### src/rtl/kakacpu_pkg.sv
// -----------------------------------------------------------------------------
// kakacpu_pkg
// Shared definitions for the kakacpu decode stage:
//   - RV32I major opcode constants
//   - alu_op_t : ALU operation selector handed to execute
//   - decoded_t: bundle of everything the decoder extracts from one word
//   - alu_from_funct: funct3/alt-bit to ALU operation mapping shared by OP
//     and OP-IMM
// -----------------------------------------------------------------------------
package kakacpu_pkg;

    localparam int ILEN = 32;

    localparam logic [6:0] OPC_LUI      = 7'b0110111;
    localparam logic [6:0] OPC_AUIPC    = 7'b0010111;
    localparam logic [6:0] OPC_JAL      = 7'b1101111;
    localparam logic [6:0] OPC_JALR     = 7'b1100111;
    localparam logic [6:0] OPC_BRANCH   = 7'b1100011;
    localparam logic [6:0] OPC_LOAD     = 7'b0000011;
    localparam logic [6:0] OPC_STORE    = 7'b0100011;
    localparam logic [6:0] OPC_OP_IMM   = 7'b0010011;
    localparam logic [6:0] OPC_OP       = 7'b0110011;
    localparam logic [6:0] OPC_MISC_MEM = 7'b0001111;
    localparam logic [6:0] OPC_SYSTEM   = 7'b1110011;

    localparam logic [6:0] FUNCT7_BASE  = 7'b0000000;
    localparam logic [6:0] FUNCT7_ALT   = 7'b0100000;

    typedef enum logic [3:0] {
        ALU_ADD    = 4'd0,
        ALU_SUB    = 4'd1,
        ALU_SLL    = 4'd2,
        ALU_SLT    = 4'd3,
        ALU_SLTU   = 4'd4,
        ALU_XOR    = 4'd5,
        ALU_SRL    = 4'd6,
        ALU_SRA    = 4'd7,
        ALU_OR     = 4'd8,
        ALU_AND    = 4'd9,
        ALU_PASS_B = 4'd10
    } alu_op_t;

    typedef struct packed {
        logic [4:0]      rd;
        logic [4:0]      rs1;
        logic [4:0]      rs2;
        logic [ILEN-1:0] imm;
        logic [2:0]      funct3;
        alu_op_t         alu_op;
        logic            reg_write;
        logic            mem_read;
        logic            mem_write;
        logic            branch;
        logic            jump;
        logic            use_imm;
        logic            use_pc;
        logic            illegal;
    } decoded_t;

    // alt selects SUB over ADD and SRA over SRL; callers decide when the
    // alternate bit is meaningful (never for ADDI, whose bit 30 is immediate).
    function automatic alu_op_t alu_from_funct(input logic [2:0] f3, input logic alt);
        alu_op_t op;
        case (f3)
            3'b000:  op = alt ? ALU_SUB : ALU_ADD;
            3'b001:  op = ALU_SLL;
            3'b010:  op = ALU_SLT;
            3'b011:  op = ALU_SLTU;
            3'b100:  op = ALU_XOR;
            3'b101:  op = alt ? ALU_SRA : ALU_SRL;
            3'b110:  op = ALU_OR;
            default: op = ALU_AND;
        endcase
        return op;
    endfunction

endpackage

### src/rtl/instr_decoder.sv
// -----------------------------------------------------------------------------
// instr_decoder
// Purely combinational RV32I decoder: one instruction word in, one decoded_t
// bundle out.
// Ports:
//   i_instr [31:0]  instruction word
//   o_dec           decoded fields, immediate, ALU op and control flags
// -----------------------------------------------------------------------------
module instr_decoder
    import kakacpu_pkg::*;
(
    input  logic [ILEN-1:0] i_instr,
    output decoded_t        o_dec
);

    logic [6:0]      w_opcode;
    logic [2:0]      w_funct3;
    logic [6:0]      w_funct7;
    logic [ILEN-1:0] w_imm_i;
    logic [ILEN-1:0] w_imm_s;
    logic [ILEN-1:0] w_imm_b;
    logic [ILEN-1:0] w_imm_u;
    logic [ILEN-1:0] w_imm_j;
    logic            w_bad_form;
    decoded_t        w_raw;
    logic            w_field_ok;

    assign w_opcode = i_instr[6:0];
    assign w_funct3 = i_instr[14:12];
    assign w_funct7 = i_instr[31:25];

    assign w_imm_i = {{20{i_instr[31]}}, i_instr[31:20]};
    assign w_imm_s = {{20{i_instr[31]}}, i_instr[31:25], i_instr[11:7]};
    assign w_imm_b = {{19{i_instr[31]}}, i_instr[31], i_instr[7],
                      i_instr[30:25], i_instr[11:8], 1'b0};
    assign w_imm_u = {i_instr[31:12], 12'b0};
    assign w_imm_j = {{11{i_instr[31]}}, i_instr[31], i_instr[19:12],
                      i_instr[20], i_instr[30:21], 1'b0};

    // Compressed-encoding bits and the all-zero word are rejected regardless
    // of what the opcode field happens to say.
    assign w_bad_form = (i_instr[1:0] != 2'b11) || (i_instr == '0);

    always_comb begin
        w_raw        = '0;
        w_raw.rd     = i_instr[11:7];
        w_raw.rs1    = i_instr[19:15];
        w_raw.rs2    = i_instr[24:20];
        w_raw.funct3 = w_funct3;
        w_raw.alu_op = ALU_ADD;
        w_field_ok   = 1'b1;

        case (w_opcode)
            OPC_LUI: begin
                w_raw.imm       = w_imm_u;
                w_raw.alu_op    = ALU_PASS_B;
                w_raw.use_imm   = 1'b1;
                w_raw.reg_write = 1'b1;
            end
            OPC_AUIPC: begin
                w_raw.imm       = w_imm_u;
                w_raw.use_imm   = 1'b1;
                w_raw.use_pc    = 1'b1;
                w_raw.reg_write = 1'b1;
            end
            OPC_JAL: begin
                w_raw.imm       = w_imm_j;
                w_raw.use_imm   = 1'b1;
                w_raw.use_pc    = 1'b1;
                w_raw.jump      = 1'b1;
                w_raw.reg_write = 1'b1;
            end
            OPC_JALR: begin
                w_raw.imm       = w_imm_i;
                w_raw.use_imm   = 1'b1;
                w_raw.jump      = 1'b1;
                w_raw.reg_write = 1'b1;
                w_field_ok      = (w_funct3 == 3'b000);
            end
            OPC_BRANCH: begin
                // ALU compares by subtraction; target is pc + imm.
                w_raw.imm    = w_imm_b;
                w_raw.alu_op = ALU_SUB;
                w_raw.use_pc = 1'b1;
                w_raw.branch = 1'b1;
                w_field_ok   = (w_funct3 != 3'b010) && (w_funct3 != 3'b011);
            end
            OPC_LOAD: begin
                w_raw.imm       = w_imm_i;
                w_raw.use_imm   = 1'b1;
                w_raw.mem_read  = 1'b1;
                w_raw.reg_write = 1'b1;
                w_field_ok      = (w_funct3 != 3'b011) && (w_funct3 != 3'b110)
                                  && (w_funct3 != 3'b111);
            end
            OPC_STORE: begin
                w_raw.imm       = w_imm_s;
                w_raw.use_imm   = 1'b1;
                w_raw.mem_write = 1'b1;
                w_field_ok      = (w_funct3 == 3'b000) || (w_funct3 == 3'b001)
                                  || (w_funct3 == 3'b010);
            end
            OPC_OP_IMM: begin
                w_raw.imm       = w_imm_i;
                w_raw.use_imm   = 1'b1;
                w_raw.reg_write = 1'b1;
                // Only the right shift carries an alternate form; for the
                // other funct3 values bit 30 is part of the immediate.
                w_raw.alu_op    = alu_from_funct(w_funct3,
                                                 (w_funct3 == 3'b101) && w_funct7[5]);
                if (w_funct3 == 3'b001)
                    w_field_ok = (w_funct7 == FUNCT7_BASE);
                else if (w_funct3 == 3'b101)
                    w_field_ok = (w_funct7 == FUNCT7_BASE) || (w_funct7 == FUNCT7_ALT);
            end
            OPC_OP: begin
                w_raw.reg_write = 1'b1;
                w_raw.alu_op    = alu_from_funct(w_funct3, w_funct7[5]);
                // The alternate funct7 exists only for SUB and SRA.
                w_field_ok      = (w_funct7 == FUNCT7_BASE)
                                  || ((w_funct7 == FUNCT7_ALT)
                                      && ((w_funct3 == 3'b000) || (w_funct3 == 3'b101)));
            end
            OPC_MISC_MEM: begin
                // FENCE / FENCE.I retire as no-ops in this in-order core.
                w_raw.imm     = w_imm_i;
                w_raw.use_imm = 1'b1;
                w_field_ok    = (w_funct3 == 3'b000) || (w_funct3 == 3'b001);
            end
            OPC_SYSTEM: begin
                // System words are flagged illegal so execute raises a trap.
                w_raw.imm     = w_imm_i;
                w_raw.use_imm = 1'b1;
                w_field_ok    = 1'b0;
            end
            default: begin
                w_field_ok = 1'b0;
            end
        endcase

        w_raw.illegal = w_bad_form || !w_field_ok;

        o_dec = w_raw;
        if (w_raw.rd == 5'd0)
            o_dec.reg_write = 1'b0;
        // An illegal word must have no architectural side effects; it still
        // travels down the pipe so execute can raise the trap.
        if (w_raw.illegal) begin
            o_dec.reg_write = 1'b0;
            o_dec.mem_read  = 1'b0;
            o_dec.mem_write = 1'b0;
            o_dec.branch    = 1'b0;
            o_dec.jump      = 1'b0;
        end
    end

endmodule

### src/rtl/instruction_decode.sv
// -----------------------------------------------------------------------------
// instruction_decode
// kakacpu decode pipeline stage (1-cycle latency). Registers the decode of
// each accepted fetch transfer, back-pressures fetch while execute stalls,
// and drops its contents on a taken branch.
// Ports:
//   clk, rst                 clock, synchronous active-high reset
//   valid_input/data_input/pc_input   fetch transfer
//   stall_output             tell fetch to hold its transfer
//   stall_input              execute cannot accept this cycle
//   branch_input             execute redirect: flush this stage
//   valid_output/pc_output   registered bundle valid and its pc
//   rd/rs1/rs2/imm/funct3/alu_op      decoded operands
//   reg_write..illegal       control flags
//   decoded_count            instructions accepted since reset (wraps)
// -----------------------------------------------------------------------------
module instruction_decode
    import kakacpu_pkg::*;
#(
    parameter int XLEN    = 32,
    parameter int COUNT_W = 32
) (
    input  logic               clk,
    input  logic               rst,
    input  logic               valid_input,
    input  logic [31:0]        data_input,
    input  logic [XLEN-1:0]    pc_input,
    output logic               stall_output,
    input  logic               stall_input,
    input  logic               branch_input,
    output logic               valid_output,
    output logic [XLEN-1:0]    pc_output,
    output logic [4:0]         rd,
    output logic [4:0]         rs1,
    output logic [4:0]         rs2,
    output logic [XLEN-1:0]    imm,
    output logic [2:0]         funct3,
    output alu_op_t            alu_op,
    output logic               reg_write,
    output logic               mem_read,
    output logic               mem_write,
    output logic               branch,
    output logic               jump,
    output logic               use_imm,
    output logic               use_pc,
    output logic               illegal,
    output logic [COUNT_W-1:0] decoded_count
);

    decoded_t           w_dec;
    logic               w_accept;

    logic               r_valid;
    logic [XLEN-1:0]    r_pc;
    decoded_t           r_dec;
    logic [COUNT_W-1:0] r_count;

    instr_decoder u_decoder (
        .i_instr (data_input),
        .o_dec   (w_dec)
    );

    // The stage is free when empty or when execute is draining it this cycle.
    assign w_accept     = valid_input && (!r_valid || !stall_input);
    assign stall_output = r_valid && stall_input;

    always_ff @(posedge clk) begin
        if (rst) begin
            r_valid <= 1'b0;
            r_pc    <= '0;
            r_dec   <= '0;
            r_count <= '0;
        end else if (branch_input) begin
            // Wrong-path work is discarded, stalled or not; nothing is counted.
            r_valid <= 1'b0;
        end else if (w_accept) begin
            r_valid <= 1'b1;
            r_pc    <= pc_input;
            r_dec   <= w_dec;
            r_count <= r_count + COUNT_W'(1);
        end else if (!stall_input) begin
            // Execute consumed the bundle and nothing new arrived; data is
            // left stale since valid_output qualifies it.
            r_valid <= 1'b0;
        end
    end

    assign valid_output  = r_valid;
    assign pc_output     = r_pc;
    assign rd            = r_dec.rd;
    assign rs1           = r_dec.rs1;
    assign rs2           = r_dec.rs2;
    assign imm           = XLEN'(signed'(r_dec.imm));
    assign funct3        = r_dec.funct3;
    assign alu_op        = r_dec.alu_op;
    assign reg_write     = r_dec.reg_write;
    assign mem_read      = r_dec.mem_read;
    assign mem_write     = r_dec.mem_write;
    assign branch        = r_dec.branch;
    assign jump          = r_dec.jump;
    assign use_imm       = r_dec.use_imm;
    assign use_pc        = r_dec.use_pc;
    assign illegal       = r_dec.illegal;
    assign decoded_count = r_count;

endmodule

### config.mk
export PLATFORM = sky130hd
export DESIGN_NAME = instruction_decode
export DESIGN_NICKNAME = d
export VERILOG_FILES = /design/src/rtl/kakacpu_pkg.sv /design/src/rtl/instr_decoder.sv /design/src/rtl/instruction_decode.sv
export SDC_FILE = /design/constraint.sdc
export NUM_CORES = 1
export LEC_CHECK = 0
export BUFFER_PORTS_ARGS = -buffer_cell sky130_fd_sc_hd__buf_2
export CORE_ASPECT_RATIO = 1.1
export CORE_MARGIN = 4
export CORE_UTILIZATION = 53
export CTS_BUF_LIST = sky130_fd_sc_hd__clkbuf_8 sky130_fd_sc_hd__clkbuf_16
export CTS_CLUSTER_SIZE = 28
export DETAILED_ROUTE_END_ITERATION = 10
export HOLD_SLACK_MARGIN = 0.08
export PLACE_DENSITY = 0.85
export SLEW_MARGIN = 20
export SYNTH_ARGS = -nofsm -noshare
export SYNTH_HDL_FRONTEND = slang
export SYNTH_SLANG_ARGS = --single-unit
### constraint.sdc
create_clock -name clk -period 4.7 [get_ports clk]
set_input_delay 0.94 -clock clk [delete_from_list [all_inputs] [get_ports clk]]
set_output_delay 0.94 -clock clk [all_outputs]
set_load 0.01 [all_outputs]
* Word-level counts from Yosys, hierarchy flattened
Index checks and enable logic that the tools add are counted.
** Word-level totals
- Bits in writable memories :: 0
- Memory bits (read-only) :: 0
- Flip-flop bits (word level) :: 127
- Latch bits :: 0
- Memories :: 0
- Input bits :: 69
- Word-level logic and storage cells :: 96
- Output and inout port bits :: 128
** Operators by class
- Magnitude comparators :: 0
- Bitwise gates (word level) :: 1
- Multipliers :: 0
- Reductions and logical operators :: 31
- Divide/modulo/power cells :: 0
- Mux-type cells :: 22
- Equal/unequal tests :: 24
- Add/sub/neg operators :: 1
- Shift operators :: 0
** Operators with widths (number)
- case mux 32 bit (5 select lines) :: 1
- case mux 4 bit (7 select lines) :: 2
- adder 32 x 1 -> 32 bit, second input constant :: 1
- zero test 32 bit :: 1
- equality test 7 x 6 -> 1 bit, second input constant :: 4
- equality test 7 bit, second input constant :: 4
- 2-to-1 mux 1 bit :: 16
- case mux 4 bit (4 select lines) :: 1
- equality test 7 x 5 -> 1 bit, second input constant :: 2
- equality test 3 bit, second input constant :: 3
- OR reduction 9 bit :: 1
- logical OR 1 bit :: 8
- case mux 1 bit (8 select lines) :: 1
- equality test 7 x 2 -> 1 bit, second input constant :: 1
- equality test 7 x 4 -> 1 bit, second input constant :: 1
- logical AND 1 bit :: 7
- zero test 7 bit :: 1
- OR reduction 7 bit :: 1
- equality test 3 x 2 -> 1 bit, second input constant :: 2
- inequality test 3 x 2 -> 1 bit, second input constant :: 2
- inequality test 3 bit, second input constant :: 2
- OR reduction 2 bit :: 3
- OR reduction 3 bit :: 2
- zero test 5 bit :: 1
- other kinds (9) :: 11

* Depth between registers and ports, before layout
- Depth in word-level cells :: 8
- Gate-level depth with buffers :: 8

* Hierarchy
From an unflattened synthesis, not the netlist that was laid out.
** Second synthesis, totals
- Cell total of the unflattened synthesis :: 768
- Area total of the unflattened synthesis :: 5947.0 µm²
** By module, submodules not included
- instruction_decode :: area an instance 4817.1 µm², seq. area each 2542.4 µm², cells an instance 603, instances 1
- instr_decoder :: area an instance 1129.8 µm², seq. area each 0.0 µm², cells an instance 165, instances 1

* Least setup slack after synthesis
Ideal clock, no wire load.
- Kind :: input port to flip-flop
- Start point :: in data_input[2]
- End point :: reg r_dec, in the netlist reg_write
- Cell stages on the path :: 5
- Data arrival time :: 2.232 ns
- Path buffers :: 1
- Setup slack :: 2.351 ns
- Cells stage by stage :: buf_4 and4bb_4 a221o_1 a2111o_1 a32o_1
** On the way
- Word-level cells in the longest chain between the ends :: 6
- Elaborated cells between the ends (all ways) :: 20
- Classes of those cells :: 10 x eq/ne; 4 x mux; 6 x reduce/logical
** Ends and longest elaborated chain
- from (decl) :: line instruction_decode.sv:26 : input logic [31:0] data_input,
- equality test 7 x 5 -> 1 bit, or another cell as far along :: line instr_decoder.sv:53 : case (w_opcode)
- OR reduction 3 bit (no line)
- case mux 1 bit (8 select lines) :: line instr_decoder.sv:53
- zero test 1 bit :: line instr_decoder.sv:141 : w_raw.illegal = w_bad_form || !w_field_ok;
- logical OR 1 bit :: line instr_decoder.sv:141
- 2-to-1 mux 5 bit * :: line instr_decoder.sv:148 : if (w_raw.illegal) begin
- to (signal assigned) :: line instruction_decode.sv:79 : r_dec <= w_dec;
- to (decl) :: line instruction_decode.sv:55 : decoded_t r_dec;
Every way passes the cells marked *; elsewhere a longest branch is shown, timed or not.
A chain may end at the register's enable or synchronous reset.

* Worst setup path after layout
- Start point :: in branch_input
- End point :: reg r_dec, in the netlist imm[25]
** On the way
- Word-level cells in the longest chain between the ends :: 2
** Ends and longest elaborated chain
- from (decl) :: line instruction_decode.sv:30 : input logic branch_input,
- NOT 1 bit (no line)
- AND reduction 2 bit (no line)
No other way between the ends.

==> metrics.md <==
| Metric | Value |
|---|---|
| Cells along the critical path | buf_2 > and2b_1 > nand2_2 > buf_4 > nor2_1 > a211oi_1 |
| Critical path arrival | 2.84 ns |
| Mean Syn Cell Area | 8.179 µm² |
| Number of global-route vias before repair | 5131 |
| DR iter-0 viols | 376 |
| Sum Neg Setup Slack | 0 ns |
| Final setup vio count | 0 |
| Syn_nets | 711 |
| Final Hold Vio Count | 0 |
| Final Slew Violations | 0 |
| H-tree depth | 4 |
| Worst-path fanout max | 33 |
| Largest area contributor in the netlist | dfxtp_1 |
| Routed vias/inst | 5.605 |
| GRT Overall Usage | 27.07% |
| Cell Pwr Density | 391.7 nW/µm² |
| I/O Pins | 197 |
| Async S/R FF share, synth | 0% |
| Max-cap viol count | 0 |
| P_int | 0.002054 W |
| Critical Path End Type | register |
| HP Class | register to register |
| Detailed Place HPWL | 11130 µm |
| Gate power share | 8.1% |
| Initial Utilization | 55.24% |
| Crit path largest cell delay | 0.62 ns |
| Width of the die | 102.8 µm |
| Clock network power share | 49.9% |
| CTS tree | built |
| Grt total ovfl | 0 |
| Reg2Reg Setup Slack | 2.52 ns |
| Met1 global-route usage | 32.49% |
| Switching Fraction | 23.35% |
| Final net count | 891 |
| Leak | 3.071 nW |
| Die Area | 11550 µm² |
| Clock root cell | clkbuf_8 |
| Average wire per standard cell | 16.68 µm |
| Gr busiest metal | met2 |
| CP Class | primary input to register |
| WP buf/inv | 2 |
| Post-Synthesis Cells | 641 |
| Status | complete, no violations |
| Met3 Use GR | 7.147% |
| Register area share after synthesis | 48.50% |
| First-pass GRT wire length | 24940 µm |
| Least-Margin Pin Slew | 1.072 ns |
| Post-synth top area share | 48.50% |
| Final Wtd Congestion | 0.9129 |
| Placed cell count | 919 |
| Routing usage on met2 | 44.96% |
| Finished Layout Cells | 950 |
| Port bufs | 196 |
| Die height | 112.3 µm |
| DR pass1 iterations | 5 |
| Yosys reg bits | 127 |
| Core Util, Final | 72.08% |
| Worst-Skew Late Latency | 0.52 ns |
| CP max-delay cell | nor2_1 |
| Layout cells sized above 1 | 29.77% |
| CP required | 5.05 ns |
| Max VDD drop | 0.0002288 V |
| CTS buffer count | 17 |
| Final period util | 53.04% |
| Area grow syn2layout | 30.48% |
| Fmax | 401.1 MHz |
| Synthesized cell area | 5243 µm² |
| Largest net degree at the start of global routing | 107 |
| ANT cells | 0 |
| Number of routed nets with antenna violations | 0 |
| Clock skew | 0.003095 ns |
| Critical Path Start Type | primary input |
| EDFF count, synth | 0 |
| Top_reg_cell synth | dfxtp_1 |
| Setup Fix Bufs, Post-CTS | 0 |
| Flop pwr share | 42.0% |
| Hold buffer count at CTS | 0 |
| Via Count | 5325 |
| Net Switching | 0.0006254 W |
| Top delay family on crit path | simple AND/OR/NAND/NOR gates |
| Yosys warns | 0 |
| Site Rows | 37 |
| Maximum root-to-sink buffer count | 2 |
| RSZ-0062 raised after global routing | false |
| Tmin final | 2.493 ns |
| Ranking of synthesized cells by area | dfxtp_1, nand2_1, a21oi_1 |
| Clock sinks | 127 |
| Slew margin rel. | 28.52% |
| Drt drc | 0 |
| # resized after CTS | 0 |
| Core ar. | 9490 µm² |
| Worst-path clk slew | 0.06 ns |
| Routed WL | 15840 µm |
| Initial antenna violation count | 0 |
| Synth unique cells | 58 |
[synthesized netlist by cell type (2+ instances only)]
library cell  instances
nand2_1             157
dfxtp_1             127
a21oi_1              70
nor2_1               63
clkbuf_1             24
xor2_1               19
o21ai_0              17
nand3_1              15
a211oi_1             13
a221o_1               9
a22o_1                8
inv_1                 8
nor3_1                8
buf_2                 7
nand4_1               7
xnor2_1               7
buf_1                 6
or3_1                 6
a22oi_1               5
and2_1                5
nor4_1                4
or2_2                 4
and3_1                3
and4_1                3
nand2b_1              3
nor2b_1               3
nor3_2                3
a311oi_1              2
and2b_1               2
buf_4                 2
o211ai_1              2
o21bai_1              2
o31ai_1               2
[per-stage QoR]
stage | cell area (µm²) | total power [W] | setup WS, ns | hold slack (ns)
after floorplan | 5243 | 0.001268 | 2.351 | 0.4761
after global placement | 6241 | 0.001357 | 1.825 | 0.4325
after detailed placement | 6241 | 0.001362 | 1.738 | 0.4401
after CTS | 6840 | 0.002691 | 2.244 | 0.4521
after global routing | 6840 | 0.002766 | 1.999 | 0.4711
final | 6840 | 0.002679 | 2.207 | 0.4531
[state kept, by name, indices dropped and copies added, names as in the netlist, 3 cells and up]
signal / count
pc_output: 32
rs1: 5
funct3: 3
alu_op: 4
rs2: 5
rd: 5
decoded_count: 32
imm: 32
[metal layers]
metal	vias up	wire length (µm)
li1	2554	-
met1	2517	6170
met2	213	7950
met3	41	1269
met4	0	452
met5	-	0
[tightest hold or removal path, stage by stage, from the launching register on]
cell     delay [ns]
dfxtp_1        0.30
nand2_1        0.05
a21oi_1        0.05
[worst paths after layout]
check	start	to	cells past startpoint
worst max register to register	valid_output	imm[25]	5
worst min-delay path	pc_output[17]	pc_output[17]	2
worst max-delay path	branch_input	imm[25]	6
worst min register to register	pc_output[17]	pc_output[17]	2
[kinds of logic after synthesis]
| logic type | synth area share [%] |
|---|---|
| simple gates | 25.80 |
| fa+ha+maj | 0.2386 |
| mux | 0.4057 |
| buf+inv | 3.675 |
| compound gates | 17.04 |
| xor+xnor | 4.344 |
| flops | 48.50 |
[area by class of cell]
| cell class | instances | area [µm²] |
|---|---|---|
| multi-input combinational | 467 | 2509 |
| fill | 670 | 2650 |
| clock buffer | 18 | 427.9 |
| clock inverter | 13 | 171.4 |
| tap | 117 | 146.4 |
| sequential | 127 | 2542 |
| inverter | 8 | 30.03 |
| timing repair buffer | 200 | 1013 |
[power by group through the flow]
stage	logic (W)	clock network, W	registers, W
after global placement	0.000209	0	0.00115
after CTS	0.000216	0.00135	0.00113
after global routing	0.000238	0.00140	0.00113
final	0.000217	0.00134	0.00113
after floorplan	0.000107	0	0.00116
after detailed placement	0.000214	0	0.00115
[cell usage in the layout, fill, tap and decap left out, types with 5 or more instances in the layout]
cell type,instances
a211oi_1,13
a21oi_1,70
a221o_1,9
a22o_1,8
a22oi_1,5
buf_2,195
buf_4,5
clkbuf_16,16
dfxtp_1,127
inv_1,10
nand2_1,157
nand3_1,15
nand4_1,7
nor2_1,63
nor3_1,8
o21ai_0,17
or3_1,6
xnor2_1,7
xor2_1,19
(Power assumes the default switching activity.)
